--- config.mk ---
export PLATFORM = sky130hd
export DESIGN_NAME = game_status_tracker_flat
export DESIGN_NICKNAME = d
export VERILOG_FILES = /design/src/rtl/game_status_pkg.sv /design/src/rtl/game_status_tracker_if.sv /design/src/rtl/game_down_counter.sv /design/src/rtl/game_status_tracker.sv /design/src/flat_wrapper.sv
export SDC_FILE = /design/constraint.sdc
export NUM_CORES = 1
export LEC_CHECK = 0
export ABC_AREA = 1
export CORE_MARGIN = 8
export CORE_UTILIZATION = 53
export CTS_CLUSTER_SIZE = 20
export DETAILED_ROUTE_END_ITERATION = 7
export PLACE_DENSITY = 0.82
export SLEW_MARGIN = 20
export SYNTH_ARGS = -nofsm -noshare
export SYNTH_HDL_FRONTEND = slang
export SYNTH_HIERARCHICAL = 1
export SYNTH_SLANG_ARGS = --single-unit
--- constraint.sdc ---
create_clock -name clk -period 3.58 [get_ports clk]
set_input_delay 0.537 -clock clk [delete_from_list [all_inputs] [get_ports clk]]
set_output_delay 0.537 -clock clk [all_outputs]
set_load 0.05 [all_outputs]
--- src/rtl/game_status_pkg.sv ---
// ---------------------------------------------------------------------------
// | Module   : game_status_pkg                                              |
// | Brief    : Shared state encoding for the brick-breaker round tracker.   |
// | Revision : 1.0  initial release                                         |
// ---------------------------------------------------------------------------
`default_nettype none

package game_status_pkg;

    localparam int GAME_STATE_W = 2;

    typedef enum logic [GAME_STATE_W-1:0] {
        ST_IDLE = 2'd0,
        ST_PLAY = 2'd1,
        ST_WIN  = 2'd2,
        ST_LOSE = 2'd3
    } game_state_e;

endpackage : game_status_pkg

`default_nettype wire

--- src/rtl/game_status_tracker_if.sv ---
// ---------------------------------------------------------------------------
// | Module   : game_status_tracker_if                                       |
// | Brief    : Game-event inputs and round-status outputs of the tracker.   |
// |            The score signal exists only when GAME_SCORE_EN is defined.  |
// | Revision : 1.0  initial release                                         |
// ---------------------------------------------------------------------------
`default_nettype none

interface game_status_tracker_if #(
    parameter int HEALTH_W = 10,
    parameter int LIVES_W  = 2
`ifdef GAME_SCORE_EN
    ,
    parameter int SCORE_W  = 16
`endif
);

    logic                start;
    logic [HEALTH_W-1:0] total_health;
    logic                brick_hit;
    logic                ball_lost;
    logic                playing;
    logic                win_occurred;
    logic                lose_occurred;
    logic                game_over_pulse;
    logic [HEALTH_W-1:0] health_left;
    logic [LIVES_W-1:0]  lives_left;
`ifdef GAME_SCORE_EN
    logic [SCORE_W-1:0]  score;
`endif

    modport master (
        output start, total_health, brick_hit, ball_lost,
        input  playing, win_occurred, lose_occurred, game_over_pulse,
        input  health_left, lives_left
`ifdef GAME_SCORE_EN
        ,
        input  score
`endif
    );

    modport slave (
        input  start, total_health, brick_hit, ball_lost,
        output playing, win_occurred, lose_occurred, game_over_pulse,
        output health_left, lives_left
`ifdef GAME_SCORE_EN
        ,
        output score
`endif
    );

endinterface : game_status_tracker_if

`default_nettype wire

--- src/rtl/game_down_counter.sv ---
// ---------------------------------------------------------------------------
// | Module   : game_down_counter                                            |
// | Brief    : Loadable down counter that stops at zero, with zero and      |
// |            at-one flags.                                                |
// | Revision : 1.0  initial release                                         |
// ---------------------------------------------------------------------------
`default_nettype none

module game_down_counter #(
    parameter int W = 4
) (
    input  wire logic         clk,
    input  wire logic         resetn,
    input  wire logic         load_i,
    input  wire logic [W-1:0] load_val_i,
    input  wire logic         dec_i,
    output logic      [W-1:0] count_o,
    output logic              zero_o,
    output logic              at_one_o
);

    logic [W-1:0] count_q;
    logic [W-1:0] count_d;

    // Load wins over decrement; decrement saturates at zero.
    always_comb begin
        count_d = count_q;
        if (load_i) begin
            count_d = load_val_i;
        end else if (dec_i && (count_q != '0)) begin
            count_d = count_q - 1'b1;
        end
    end

    always_ff @(posedge clk or negedge resetn) begin
        if (!resetn) begin
            count_q <= '0;
        end else begin
            count_q <= count_d;
        end
    end

    assign count_o  = count_q;
    assign zero_o   = (count_q == '0);
    assign at_one_o = (count_q == W'(1));

endmodule : game_down_counter

`default_nettype wire

--- src/rtl/game_status_tracker.sv ---
// ---------------------------------------------------------------------------
// | Module   : game_status_tracker                                          |
// | Brief    : Tracks one brick-breaker round: health, lives, win/lose.     |
// |            Define GAME_SCORE_EN to add the saturating score output.     |
// | Revision : 1.0  initial release                                         |
// ---------------------------------------------------------------------------
`default_nettype none

module game_status_tracker
    import game_status_pkg::*;
#(
    parameter int HEALTH_W       = 10,
    parameter int LIVES          = 3,
    parameter int LIVES_W        = 2
`ifdef GAME_SCORE_EN
    ,
    parameter int SCORE_W        = 16,
    parameter int POINTS_PER_HIT = 10
`endif
) (
    input  wire logic             clk,
    input  wire logic             resetn,
    game_status_tracker_if.slave  bus
);

    localparam logic [LIVES_W-1:0] LIVES_INIT = LIVES_W'(LIVES);

    game_state_e         state_q;
    logic                playing_q;
    logic                win_q;
    logic                lose_q;
    logic                pulse_q;

    logic [HEALTH_W-1:0] w_health;
    logic                w_health_zero;
    logic                w_health_one;
    logic [LIVES_W-1:0]  w_lives;
    logic                w_lives_zero;
    logic                w_lives_one;

    logic                w_in_play;
    logic                w_th_zero;
    logic                w_hit_acc;
    logic                w_final_hit;
    logic                w_lose_acc;
    logic                w_final_loss;

    // start masks every other event; a round-ending hit masks a same-cycle ball loss.
    assign w_in_play    = (state_q == ST_PLAY);
    assign w_th_zero    = (bus.total_health == '0);
    assign w_hit_acc    = !bus.start && w_in_play && bus.brick_hit && !w_health_zero;
    assign w_final_hit  = w_hit_acc && w_health_one;
    assign w_lose_acc   = !bus.start && w_in_play && bus.ball_lost && !w_final_hit
                          && !w_lives_zero;
    assign w_final_loss = w_lose_acc && w_lives_one;

    game_down_counter #(
        .W (HEALTH_W)
    ) u_health (
        .clk        (clk),
        .resetn     (resetn),
        .load_i     (bus.start),
        .load_val_i (bus.total_health),
        .dec_i      (w_hit_acc),
        .count_o    (w_health),
        .zero_o     (w_health_zero),
        .at_one_o   (w_health_one)
    );

    game_down_counter #(
        .W (LIVES_W)
    ) u_lives (
        .clk        (clk),
        .resetn     (resetn),
        .load_i     (bus.start),
        .load_val_i (LIVES_INIT),
        .dec_i      (w_lose_acc),
        .count_o    (w_lives),
        .zero_o     (w_lives_zero),
        .at_one_o   (w_lives_one)
    );

    always_ff @(posedge clk or negedge resetn) begin
        if (!resetn) begin
            state_q   <= ST_IDLE;
            playing_q <= 1'b0;
            win_q     <= 1'b0;
            lose_q    <= 1'b0;
            pulse_q   <= 1'b0;
        end else begin
            pulse_q <= 1'b0;
            if (bus.start) begin
                state_q   <= w_th_zero ? ST_WIN : ST_PLAY;
                playing_q <= !w_th_zero;
                win_q     <= w_th_zero;
                lose_q    <= 1'b0;
                pulse_q   <= w_th_zero;
            end else if (w_final_hit) begin
                state_q   <= ST_WIN;
                playing_q <= 1'b0;
                win_q     <= 1'b1;
                pulse_q   <= 1'b1;
            end else if (w_final_loss) begin
                state_q   <= ST_LOSE;
                playing_q <= 1'b0;
                lose_q    <= 1'b1;
                pulse_q   <= 1'b1;
            end
        end
    end

`ifdef GAME_SCORE_EN
    localparam logic [SCORE_W:0] POINTS_EXT = (SCORE_W+1)'(POINTS_PER_HIT);

    logic [SCORE_W-1:0] score_q;
    logic [SCORE_W:0]   w_score_sum;

    // One extra bit catches the carry so the score clamps at all-ones.
    assign w_score_sum = {1'b0, score_q} + POINTS_EXT;

    always_ff @(posedge clk or negedge resetn) begin
        if (!resetn) begin
            score_q <= '0;
        end else if (bus.start) begin
            score_q <= '0;
        end else if (w_hit_acc) begin
            score_q <= w_score_sum[SCORE_W] ? '1 : w_score_sum[SCORE_W-1:0];
        end
    end

    assign bus.score = score_q;
`endif

    assign bus.playing         = playing_q;
    assign bus.win_occurred    = win_q;
    assign bus.lose_occurred   = lose_q;
    assign bus.game_over_pulse = pulse_q;
    assign bus.health_left     = w_health;
    assign bus.lives_left      = w_lives;

endmodule : game_status_tracker

`default_nettype wire
--- src/flat_wrapper.sv ---
// flat-port wrapper written by rule: the top's interface ports become plain ports
module game_status_tracker_flat import game_status_pkg::*;
#(
    parameter int HEALTH_W       = 10,
    parameter int LIVES          = 3,
    parameter int LIVES_W        = 2

)
  (clk, resetn, bus_start, bus_total_health, bus_brick_hit, bus_ball_lost, bus_playing, bus_win_occurred, bus_lose_occurred, bus_game_over_pulse, bus_health_left, bus_lives_left);
  game_status_tracker_if #(.HEALTH_W(HEALTH_W), .LIVES_W(LIVES_W)) bus_i ();
  input  wire logic clk;
  input  wire logic resetn;
  input wire logic [$bits(bus_i.start)-1:0] bus_start;
  input wire logic [$bits(bus_i.total_health)-1:0] bus_total_health;
  input wire logic [$bits(bus_i.brick_hit)-1:0] bus_brick_hit;
  input wire logic [$bits(bus_i.ball_lost)-1:0] bus_ball_lost;
  output wire logic [$bits(bus_i.playing)-1:0] bus_playing;
  output wire logic [$bits(bus_i.win_occurred)-1:0] bus_win_occurred;
  output wire logic [$bits(bus_i.lose_occurred)-1:0] bus_lose_occurred;
  output wire logic [$bits(bus_i.game_over_pulse)-1:0] bus_game_over_pulse;
  output wire logic [$bits(bus_i.health_left)-1:0] bus_health_left;
  output wire logic [$bits(bus_i.lives_left)-1:0] bus_lives_left;
  assign bus_i.start = bus_start;
  assign bus_i.total_health = bus_total_health;
  assign bus_i.brick_hit = bus_brick_hit;
  assign bus_i.ball_lost = bus_ball_lost;
  assign bus_playing = bus_i.playing;
  assign bus_win_occurred = bus_i.win_occurred;
  assign bus_lose_occurred = bus_i.lose_occurred;
  assign bus_game_over_pulse = bus_i.game_over_pulse;
  assign bus_health_left = bus_i.health_left;
  assign bus_lives_left = bus_i.lives_left;
  game_status_tracker #(.HEALTH_W(HEALTH_W), .LIVES(LIVES), .LIVES_W(LIVES_W)) u_core (.clk(clk), .resetn(resetn), .bus(bus_i));
endmodule
=== Word-level counts from Yosys, hierarchy flattened ===
Cells that the tools add are included.

* Add/subtract/negate cells: 2
* Equal/unequal tests: 4
* Multiplexer cells: 19
* Reductions and logical operators: 26

{| class="wikitable"
|+ Operators by type and width
! operator !! count
|-
| $logic_not A10 Y1 || 2
|-
| $mux W10 || 2
|-
| $mux W2 || 6
|-
| $mux W1 || 11
|-
| $eq A10 B1 Y1 const B || 1
|-
| $logic_and A1 B1 Y1 || 10
|-
| $reduce_bool A10 Y1 || 1
|-
| $reduce_bool A2 Y1 || 5
|-
| $sub A10 B1 Y10 const B || 1
|-
| $logic_not A1 Y1 || 5
|-
| $eq A2 B1 Y1 const B || 2
|-
| $reduce_bool A3 Y1 || 1
|-
| $logic_not A2 Y1 || 1
|-
| $ne A2 B2 Y1 const B || 1
|-
| $reduce_and A2 Y1 || 1
|-
| $sub A2 B1 Y2 const B || 1
|}

* Register bits: 18
* Input port bits: 15
* Output and inout port bits: 16
* Logic and storage cells: 58

=== Logic depth before layout (Yosys ltp) ===
Gate-level depths: netlist (run 1).

* Depth after elaboration: 12
* Depth in mapped cells: 14
* Mapped depth without buffers: 14

=== Cells and area by module ===
Netlist (run 1), hierarchy kept.

{| class="wikitable"
|+ Modules (own cells, without submodules)
! module !! times used !! cells each !! area an instance (um2)
|-
| game_down_counter (u_core.u_health) || 1 || 115 || 780.7
|-
| game_status_tracker || 1 || 52 || 369.1
|-
| game_down_counter (u_core.u_lives) || 1 || 20 || 140.1
|}

=== Worst setup path after synthesis (run 1) ===
Ideal clock, no wire load.

* Path type: reg-to-reg
* From: reg u_core.u_health.count_q[0] (netlist: u_core/u_health/count_o[0])
* To: reg u_core.u_health.count_q[0] (netlist: u_core/u_health/count_o[0])
* Arrival time: 2,136 ps
* Required time: 3,505 ps
* Path slack: 1,369 ps
* Cell stages (with the launch flop): 13
* Path through: dfrtp_1 inv_1 ha_1 nand2_2 nor2_4 nand2_2 inv_1 nor3_1 nand2_4 nand2_2 buf_6 nand2_2 o21ai_2

* Longest elaborated chain between the ends: 5
* Elaborated cells between the ends (all ways): 9
* Those cells by class: add/sub: 1; mux: 2; reduce/logical: 6

{| class="wikitable"
|+ RTL lines
! element !! line !! text
|-
| start: declaration || game_down_counter.sv:22 || <nowiki>logic [W-1:0] count_q;</nowiki>
|-
| start signal: assignment || game_down_counter.sv:39 || <nowiki>count_q <= count_d;</nowiki>
|-
| $logic_not A10 Y1 || game_down_counter.sv:44 || <nowiki>assign zero_o = (count_q == '0);</nowiki>
|-
| net u_core.w_health_zero || game_status_tracker.sv:35 || <nowiki>logic w_health_zero;</nowiki>
|-
| $logic_not A1 Y1 || game_status_tracker.sv:51 || <nowiki>assign w_hit_acc = !bus.start && w_in_play && bus.brick_hit && !w_health_zero;</nowiki>
|-
| $logic_and A1 B1 Y1 || game_status_tracker.sv:51 ||
|-
| net u_core.w_hit_acc || game_status_tracker.sv:43 || <nowiki>logic w_hit_acc;</nowiki>
|-
| $logic_and A1 B1 Y1 || game_down_counter.sv:30 || <nowiki>end else if (dec_i && (count_q != '0)) begin</nowiki>
|-
| $reduce_bool A2 Y1 (no line) || -- ||
|}

The timed path passes the listed nets, and every way through them passes these cells. The select of a mux whose other input is x is not followed.
A chain may end at the register's enable or synchronous reset.

=== Final worst setup path (run 1) ===
* From: in bus_start
* To: reg u_core.u_health.count_q[4] (netlist: u_core/u_health/count_o[4])

* Longest elaborated chain between the ends: 6
* Elaborated cells between the ends (all ways): 7
* Those cells by class: mux: 1; reduce/logical: 6

{| class="wikitable"
|+ RTL lines
! element !! line !! text
|-
| start: declaration || flat_wrapper.sv:13 || <nowiki>input wire logic [$bits(bus_i.start)-1:0] bus_start;</nowiki>
|-
| $logic_not A1 Y1 || game_status_tracker.sv:51 ||
|-
| $logic_and A1 B1 Y1 (3 in a row) || game_status_tracker.sv:51 ||
|-
| net u_core.w_hit_acc || game_status_tracker.sv:43 ||
|-
| $logic_and A1 B1 Y1 || game_down_counter.sv:30 ||
|-
| $reduce_bool A2 Y1 (no line) || -- ||
|}

The timed path passes the listed nets, and every way through them passes these cells.

==> results of run 1 <==
-- stage by stage --
step	area [um^2]	util
finish	1653	0.6923
global route	1653	0.6923
CTS	1653	0.6923
detailed placement	1617	0.6771
global placement	1617	0.6771
floorplan	1294	-
-- registers in the layout, summed over array words and instances (netlist names) --
name and cells:
u_core/bus.win_occurred 1, u_core/u_health/count_o 10, u_core/bus.playing 1, u_core/state_q 2
u_core/bus.game_over_pulse 1, u_core/bus.lose_occurred 1, u_core/u_lives/count_o 2
-- layer usage --
metal,global-route usage,vias to the layer above
met4,0.05995,0
met5,0,-
met3,0.02891,6
met1,0.1860,605
met2,0.2780,43
li1,-,651
-- cell usage after synthesis --
master / number
o21ai_2: 3
inv_1: 19
conb_1: 1
clkbuf_1: 1
xor2_1: 2
a31oi_1: 1
nand4_1: 3
o21ai_0: 9
nor2_2: 2
nand2_4: 1
inv_2: 3
nand2_2: 8
ha_1: 4
nor3_1: 3
nand3_1: 15
clkinv_1: 1
xnor2_1: 2
a21oi_1: 2
nand2_1: 63
buf_6: 1
nor4_1: 1
nor2_1: 17
o21bai_1: 1
nand3_2: 2
nor2_4: 4
dfrtp_1: 18
-- logic make-up (layout without fill, tap and decap cells) --
family	Yosys count	count (layout)
fa+ha+maj	4	4
simple gates	119	119
buf+inv	25	57
flops	18	18
xor+xnor	4	4
compound gates	16	16
other cells	1	2
-- cell type report --
class	instances	share of cell area
repair buffers	30	0.1817
well taps	30	0.02271
clock buffers	4	0.02195
multi-input cells	145	0.4489
flip-flops and latches	18	0.2725
inverters	23	0.05223
-- report_power, final --
group          total (mW)  leakage, nW  switching (mW)  internal [mW]
clock network       0.125       0.0210          0.0635         0.0618
logic               0.361        0.574           0.236          0.125
registers           0.274        0.224          0.0422          0.232
total               0.761        0.819           0.342          0.419
-- how the worst max path moves through the flow --
stage                                           from                    endpoint  slack, ns
after floorplan           u_core/u_health/count_o[0]  u_core/u_health/count_o[0]       1.37
after global placement                     bus_start  u_core/u_health/count_o[6]       0.92
after detailed placement                   bus_start  u_core/u_health/count_o[4]       0.83
after CTS                                  bus_start  u_core/u_health/count_o[4]       1.11
after global routing                       bus_start  u_core/u_health/count_o[4]       0.90
final                                      bus_start  u_core/u_health/count_o[4]       1.09
-- worst min-delay path, cell delays in order, from the launching register on --
cell and delay [ns]:
dfrtp_1 0.36, nand2_1 0.05, nand2_1 0.05
==> summary.md, run 1 <==
| Metric | Value |
|---|---|
| Simple-Gate Fraction of Synth Area | 0.4297 |
| Distinct cell type count after synthesis | 26 |
| Vias in the first global route | between 1k and 1.5k |
| RSZ-0062 raised after global routing | no |
| Initial core utilization | 0.5404 |
| Crit path largest cell delay | around 0.8 ns |
| Min Tclk post-route | between 2 and 2.5 ns |
| IO Count | 31 |
| Slew HR | 0.4493 |
| Maximum vdd ir drop | roughly 0.32 mV |
| Hold Crit Depth | 2 |
| Worst Path Buf+Inv | 3 |
| Postcts setup bufs | 0 |
| CTS H-tree depth | 1 |
| Largest net degree at the start of global routing | 25 |
| Final Net Count | 240 |
| Synth area leader | dfrtp_1 |
| Multiplexer share of the synthesized area | 0 |
| Fill count | roughly 220 |
| Final-report setup violation count | 0 |
| Pre-CTS setup slack | a little over 0.8 ns |
| Crit path depth | 9 |
| CP Capture Type | flip-flop |
| DR pass1 iterations | 4 |
| GRT Util Overall | 0.1582 |
| CP arrival | ~2.7 ns |
| Root Driver | clkbuf_4 |
| Max Slew Vio Count | 0 |
| Worst Max-Slew Pin Slew | slightly above 0.8 ns |
| Die W | 65.34 um |
| Syn Area/Cell | around 7 um^2 |
| R2r startpoint | u_core/u_health/count_o[0] |
| Leakage | between 0.8 and 0.9 nW |
| Synth Area in Compound Gates | 0.07371 |
| Diode count | 0 |
| Final RePlAce weighted congestion | about 0.85 |
| CTS sink count | 18 |
| Register area share after synthesis | 0.3492 |
| CTS tree | yes |
| Hold Crit Class | flip-flop to flip-flop |
| Mapped Area | 1290 um^2 |
| Latest clock arrival within the worst-skew pair | 0.29 ns |
| Design Power | around 760 uW |
| Routed WL | ~3300 um |
| Drt wl/cell | between 10 and 15 um |
| Synth Instances | 187 |
| Routed vias/inst | 5.220 |
| Commonest non-fill, non-tap cells in the layout | nand2_1 (63), clkdlybuf4s50_1 (30), inv_1 (19) |
| Core area | 2387 um^2 |
| CTS max path bufs | 2 |
| Register area | about 450 um^2 |
| Antenna violations before repair | 0 |
| Xor/xnor share of the synthesized area | 0.02716 |
| Hold Path Origin | u_core/bus.win_occurred |
| Top cell type's share of synthesized area | 0.3492 |
| Total CTS buffers | 3 |
| Cell family with most CP delay | buffers and inverters |
| Setup slack, reg-to-reg | ~1.3 ns |
| I/O Buffers | 30 |
| Post-Route M1 WL | 1448 um |
| Row count | 18 |
| WL met2 | around 1600 um |
| Met3 Wirelength | approximately 180 um |
| Post-CTS sizing | 0 |
| Main combinational cell family by area after synthesis | simple AND/OR/NAND/NOR gates |
| Antenna violation net count after detailed routing | 0 |
| Placed insts | between 200 and 250 |
| Slowest stage cell on the critical path | clkdlybuf4s50_1 |
| Leading cell type in the layout, fill and taps excluded | nand2_1 |
| Area of the multi-input gates | 742.0 um^2 |
| Startpoint Class | primary input |
| Final worst-path setup slack | between 1 and 1.5 ns |
| Tcrit/Tclk final | 0.6945 |
| Worst-path cell chain | clkdlybuf4s50_1 -> inv_2 -> nand2_2 -> nor3_1 -> nand2_4 -> nand2_2 -> inv_1 -> nand2_1 -> nand2_1 |
| Top sig layer | met4 |
| Clock skew | roughly 0.0046 ns |
| Reg2reg path depth | 12 |
| Crit Path Category | primary input to flip-flop |
| Total gr overflow | 0 |
| R2R Path End | u_core/u_health/count_o[4] |
| Final hold slack | about 0.49 ns |
| # hold bufs at CTS | 0 |
| Synthesis Warnings | 6 |
| Final HPWL DP | 2595 um |
| Share of cells above drive strength 1 | 0.1227 |
| Clock slew at reported path FFs | approximately 0.11 ns |
| Final std cells w/o fill | between 200 and 300 |
| TNS Setup | 0 ns |
| CP max FO | 24 |
| DIE AREA | 4269 um^2 |
| Initial DRC count | a little under 70 |
| F_max | roughly 400 MHz |
| Final Hold Vio Count | 0 |
| Pwr/cell area | between 400 and 500 nW/um^2 |
| First-pass GRT wire length | ~5500 um |
| Max-cap violations | 0 |
| Status | completed |
| DR DRC count | 0 |
| Syn-to-layout area delta | 28.13% |
| Synth area leaders | dfrtp_1 (35%), nand2_1 (18%), nand3_1 (5.8%) |
| WHS Endpoint | u_core/bus.win_occurred |
| Vias | roughly 1.3k |
| Yosys reg bits | 18 |
| Die H | ~65 um |
| Critical Path RT | between 3 and 4 ns |
| Post-Synth Adder-Cell Area | 0.03880 |
No activity file was read; power rests on OpenSTA's default activity.
==> inputs of run 2 (changes only) <==
--- a/config.mk
+++ b/config.mk
@@ -7,10 +7,10 @@
 export LEC_CHECK = 0
 export ABC_AREA = 1
 export CORE_MARGIN = 8
-export CORE_UTILIZATION = 53
+export CORE_UTILIZATION = 49
 export CTS_CLUSTER_SIZE = 20
 export DETAILED_ROUTE_END_ITERATION = 7
-export PLACE_DENSITY = 0.82
+export PLACE_DENSITY = 0.76
 export SLEW_MARGIN = 20
 export SYNTH_ARGS = -nofsm -noshare
 export SYNTH_HDL_FRONTEND = slang
==> constraint.sdc (replaced) <==
create_clock -name clk -period 2.4 [get_ports clk]
set_input_delay 0.36 -clock clk [delete_from_list [all_inputs] [get_ports clk]]
set_output_delay 0.36 -clock clk [all_outputs]
set_load 0.05 [all_outputs]
==> run 2 against run 1 <==
Effect of this change: clock power increased by 54%; worst hold slack got worse by 0.12 ns; sequential share of layout area decreased by 0.45 points; via count increased by 0.92%; critical path depth increased by 3; count of clock-buffer cells in the layout unchanged; global-route usage increased by 0.32 points; routed wire length increased by 3.0%; largest power group unchanged; combinational power increased by 50%; register-to-register slack got worse by 1.0 ns; non-clock buffer count increased by 3.
==> summary.md, run 2 (same netlist as run 1, synthesis figures left out) <==
| Metric | Value |
|---|---|
| Root Driver | clkbuf_4 |
| Diode count | 0 |
| Clock slew at reported path FFs | 0.11 ns |
| Row count | 18 |
| I/O Buffers | 30 |
| Core area | approximately 2500 um^2 |
| Area post-placement | around 1600 um^2 |
| # hold bufs at CTS | 0 |
| IO Count | 31 |
| Total gr overflow | 0 |
| Maximum vdd ir drop | between 0.4 and 0.5 mV |
| Slew HR | 0.6629 |
| DR pass1 iterations | 5 |
| Largest register FFs | 10 |
| Crit path largest cell delay | about 0.40 ns |
| Routed WL | 3412 um |
| RSZ-0062 raised after global routing | no |
| CP Capture Type | flip-flop |
| First-pass GRT wire length | 5706 um |
| Slowest stage cell on the critical path | dfrtp_1 |
| Final HPWL DP | between 2000 and 3000 um |
| Total CTS buffers | 3 |
| Min Tclk post-route | a little over 2 ns |
| Leading cell type in the layout, fill and taps excluded | nand2_1 |
| CP max FO | 11 |
| Antenna violations before repair | 0 |
| Tcrit/Tclk final | 0.8634 |
| Vias | 1317 |
| Final instance area | between 1500 and 2000 um^2 |
| F_max | ~480 MHz |
| Initial core utilization | 0.5207 |
| Largest net degree at the start of global routing | 24 |
| Commonest non-fill, non-tap cells in the layout | nand2_1 (63), clkdlybuf4s50_1 (30), inv_1 (19) |
| Die W | between 60 and 70 um |
| CP arrival | roughly 2.3 ns |
| Pwr/cell area | about 700 nW/um^2 |
| Max Slew Vio Count | 0 |
| Latest clock arrival within the worst-skew pair | approximately 0.3 ns |
| Die H | slightly below 70 um |
| DIE AREA | around 4500 um^2 |
| Routed vias/inst | between 5 and 6 |
| Final-report setup violation count | 0 |
| TNS Setup | 0 ns |
| Leakage | about 0.84 nW |
| Status | completed |
| Final Net Count | 243 |
| CTS max path bufs | 2 |
| Clock skew | approximately 0.0086 ns |
| Worst-path cell chain | inv_1 -> ha_1 -> nand2_2 -> nor2_4 -> nand2_2 -> inv_1 -> nor3_2 -> nand2_4 -> nand2_2 -> inv_1 -> nand2_1 -> nand2_1 |
| Initial DRC count | 76 |
| DR DRC count | 0 |
| Max-cap violations | 0 |
| Syn-to-layout area delta | 30.26% |
| Share of cells above drive strength 1 | 0.1390 |
| GRT Util Overall | 0.1614 |
| CTS sink count | 18 |
| Antenna violation net count after detailed routing | 0 |
| Vias in the first global route | 1282 |
| Critical Path RT | between 2 and 3 ns |
| Startpoint Class | flip-flop |
| Hold Crit Class | primary input to asynchronous set/reset pin |
| Worst Max-Slew Pin Slew | ~0.50 ns |
| CTS H-tree depth | 1 |
| Final RePlAce weighted congestion | between 0.9 and 1 |
| Crit Path Category | flip-flop to flip-flop |
| CTS tree | yes |
| Final Hold Vio Count | 0 |
| Drt wl/cell | roughly 13 um |
==> run 2: worst paths after layout <==
kind / from / to / slack, ns / depth (start not counted)
max: u_core/u_health/count_o[0] / u_core/u_health/count_o[6] / 0.33 / 12
min: resetn / u_core/u_health/count_o[1] / 0.37 / 2
max reg2reg: u_core/u_health/count_o[0] / u_core/u_health/count_o[6] / 0.33 / 12
min reg2reg: u_core/bus.playing / u_core/bus.playing / 0.53 / 2
max in group asynchronous: resetn / u_core/bus.win_occurred / 1.82 / 2
min in group clk: u_core/bus.playing / u_core/bus.playing / 0.53 / 2
==> run 2: cell type report <==
class | count | area, um^2
Multi-Input combinational cell | 145 | 747.0
Tap cell | 30 | 37.54
Clock buffer | 4 | 36.28
Sequential cell | 18 | 450.4
Timing Repair Buffer | 33 | 322.8
Fill cell | 241 | 797.0
Inverter | 23 | 86.33
==> run 2: repair_timing <==
action	CTS	global route
gates resized for setup	0	1
setup endpoints to repair	0	1
buffers inserted	0	0
==> run 2: per-stage QoR <==
| stage | hold WS (ns) | total power [mW] | instances | util | setup slack (ns) |
|---|---|---|---|---|---|
| CTS | 0.3662 | 1.150 | 253 | 0.6763 | 0.1765 |
| global route | 0.3833 | 1.224 | 253 | 0.6783 | 0.1423 |
| floorplan | 0.06441 | 0.7745 | 188 | - | 0.1893 |
| detailed placement | 0.5010 | 0.9547 | 249 | 0.6616 | 0.2026 |
| global placement | 0.4550 | 0.9418 | 249 | 0.6616 | 0.3652 |
| finish | 0.3704 | 1.145 | 253 | 0.6783 | 0.3279 |
==> run 2: worst max-delay path: cells and delay by family, from the launching register on <==
family                     cells  cell delay, ns
buffers and inverters          3            0.31
adders and majority gates      1            0.25
and+or+nand+nor                8            1.00
DFF                            1            0.40
==> run 2: layer usage <==
| metal | global-route usage | share of wire | vias up |
|---|---|---|---|
| li1 | - | - | 658 |
| met1 | 0.2000 | 0.41 | 587 |
| met2 | 0.2497 | 0.46 | 66 |
| met3 | 0.06623 | 0.12 | 6 |
| met4 | 0.05222 | 0.011 | 0 |
| met5 | 0 | 0 | - |
==> run 2: where the power goes <==
part | switching, mW | internal [mW] | total (mW)
Sequential | 0.0669 | 0.346 | 0.413
Combinational | 0.350 | 0.190 | 0.540
Clock | 0.100 | 0.0926 | 0.193
Total | 0.517 | 0.628 | 1.15
==> inputs of run 3 (changes only) <==
==> constraint.sdc (replaced) <==
create_clock -name clk -period 2.35 [get_ports clk]
set_input_delay 0.3525 -clock clk [delete_from_list [all_inputs] [get_ports clk]]
set_output_delay 0.3525 -clock clk [all_outputs]
set_load 0.05 [all_outputs]
==> run 3 against run 2 <==
Effect of this change: sequential power rose by 2%; non-clock buffer count did not move; clock power down 18%; count of clock-buffer cells in the layout fell by 1; worst hold slack improved by 0.0067 ns; power decreased by 1.5%; global-route usage shrank 0.37 points; sequential share of layout area up 0.30 points; fmax fell by 5.7%; utilization fell by 0.76 points; largest cell class unchanged; largest power group unchanged; highest routed layer unchanged.
==> summary.md, run 3 (same netlist as run 1, synthesis figures left out) <==
| Metric | Value |
|---|---|
| Final Net Count | ~240 |
| Pwr/cell area | 679.1 nW/um^2 |
| Routed vias/inst | 5.187 |
| Final-report setup violation count | 0 |
| Antenna violations before repair | 0 |
| Root Driver | clkbuf_4 |
| Share of cells above drive strength 1 | 0.1306 |
| Syn-to-layout area delta | 28.81% |
| GRT Util Overall | 0.1577 |
| Final hold slack | ~0.38 ns |
| Total gr overflow | 0 |
| Drt wl/cell | roughly 13 um |
| Crit Path Category | flip-flop to flip-flop |
| CP Capture Type | flip-flop |
| CTS tree | yes |
| Global-route track usage on met3 | 0.03974 |
| CP arrival | ~2.4 ns |
| DR pass1 iterations | 4 |
| Largest net degree at the start of global routing | 24 |
| Maximum vdd ir drop | 0.5184 mV |
| Largest register FFs | 10 |
| Final Hold Vio Count | 0 |
| I/O Buffers | 30 |
| First-pass GRT wire length | around 5700 um |
| RSZ-0062 raised after global routing | no |
| DR DRC count | 0 |
| Latest clock arrival within the worst-skew pair | between 0.2 and 0.3 ns |
| Routed WL | ~3400 um |
| # hold bufs at CTS | 0 |
| Gr busiest metal | met2 |
| TNS Setup | 0 ns |
| R2r startpoint | u_core/u_health/count_o[0] |
| Initial core utilization | 0.5207 |
| CTS H-tree depth | 1 |
| Met2 usage | 0.2581 |
| Row count | 18 |
| Slew HR | 0.6553 |
| Leading cell type in the layout, fill and taps excluded | nand2_1 |
| Status | completed |
| Reg2reg path depth | 12 |
| Design Power | about 1.1 mW |
| GR Layer Usage met1 | 0.1990 |
| Leakage | between 0.8 and 0.9 nW |
| Total CTS buffers | 3 |
| F_max | between 400 and 500 MHz |
| Final instance area | 1662 um^2 |
| Final RePlAce weighted congestion | roughly 0.9 |
| Clock skew | 0.001492 ns |
| Setup slack, reg-to-reg | 0.15 ns |
| Min Tclk post-route | between 2 and 2.5 ns |
| Vias in the first global route | between 1k and 1.5k |
| Max-cap violations | 0 |
| Clock slew at reported path FFs | 0.11 ns |
| Die H | about 67 um |
| Diode count | 0 |
| Max Slew Vio Count | 0 |
| Final Util | 0.6707 |
| Postcts setup bufs | 0 |
| Core area | 2477 um^2 |
| Initial DRC count | 75 |
| Tcrit/Tclk final | 0.9350 |
| R2R Path End | u_core/u_health/count_o[6] |
| Die W | roughly 67 um |
| CP max FO | 11 |
| Commonest non-fill, non-tap cells in the layout | nand2_1 (63), clkdlybuf4s50_1 (30), inv_1 (19) |
| IO Count | 31 |
| Hold Crit Class | primary input to asynchronous set/reset pin |
| CTS max path bufs | 2 |
| Startpoint Class | flip-flop |
| Area post-placement | between 1500 and 2000 um^2 |
| DIE AREA | about 4500 um^2 |
| Vias | approximately 1.3k |
| Post-CTS sizing | 0 |
| Antenna violation net count after detailed routing | 0 |
| Critical Path RT | approximately 2.5 ns |
| CTS sink count | 18 |
| Final HPWL DP | around 2600 um |
| Worst Max-Slew Pin Slew | 0.5154 ns |
run 3: changes by cell type in the layout (fill, tap and decap cells not counted), sizes merged:
cell | before | now
clkbuf | 4 | 3
run 3: report_power, final:
group / internal (mW) / switching (mW)
Combinational: 0.193 / 0.356
Sequential: 0.353 / 0.0682
Clock: 0.0595 / 0.0981
Total: 0.606 / 0.523
run 3: cell type report:
class                   count  area, um^2
inverters                  23       86.33
clock buffers               3       22.52
well taps                  30       37.54
multi-input cells         145       742.0
fillers                   236       815.8
repair buffers             33       322.8
flip-flops and latches     18       450.4
run 3: through the flow:
step           setup slack [ns]  cells
2_1_floorplan            0.1393    188
3_3_place_gp             0.3147    249
3_5_place_dp             0.1935    249
4_1_cts                  0.1773    252
5_1_grt                0.007152    252
6_report                 0.1528    252
run 3: worst max path at each step:
| stage | start | to | slack (ns) |
|---|---|---|---|
| finish | u_core/u_health/count_o[0] | u_core/u_health/count_o[6] | 0.15 |
| floorplan | u_core/u_health/count_o[0] | u_core/u_health/count_o[0] | 0.14 |
| CTS | u_core/u_health/count_o[0] | u_core/u_health/count_o[6] | 0.18 |
| global placement | u_core/u_health/count_o[0] | u_core/u_health/count_o[6] | 0.31 |
| global route | u_core/u_health/count_o[0] | u_core/u_health/count_o[6] | 0.007 |
| detailed placement | u_core/u_health/count_o[0] | u_core/u_health/count_o[6] | 0.19 |
run 3: critical path, cell delays in order, from the launching register on:
cell and delay [ns]:
dfrtp_1 0.42, inv_1 0.12, ha_1 0.25, nand2_2 0.14
nor2_4 0.06, nand2_2 0.08, inv_1 0.06, nor3_1 0.36
nand2_4 0.11, nand2_2 0.23, inv_1 0.13, nand2_1 0.08
nand2_1 0.05
run 3: per-layer routing:
layer	routed length, um	share of wire
met5	0	0
met4	27	0.0080
met3	226	0.067
met2	1611	0.48
met1	1521	0.45
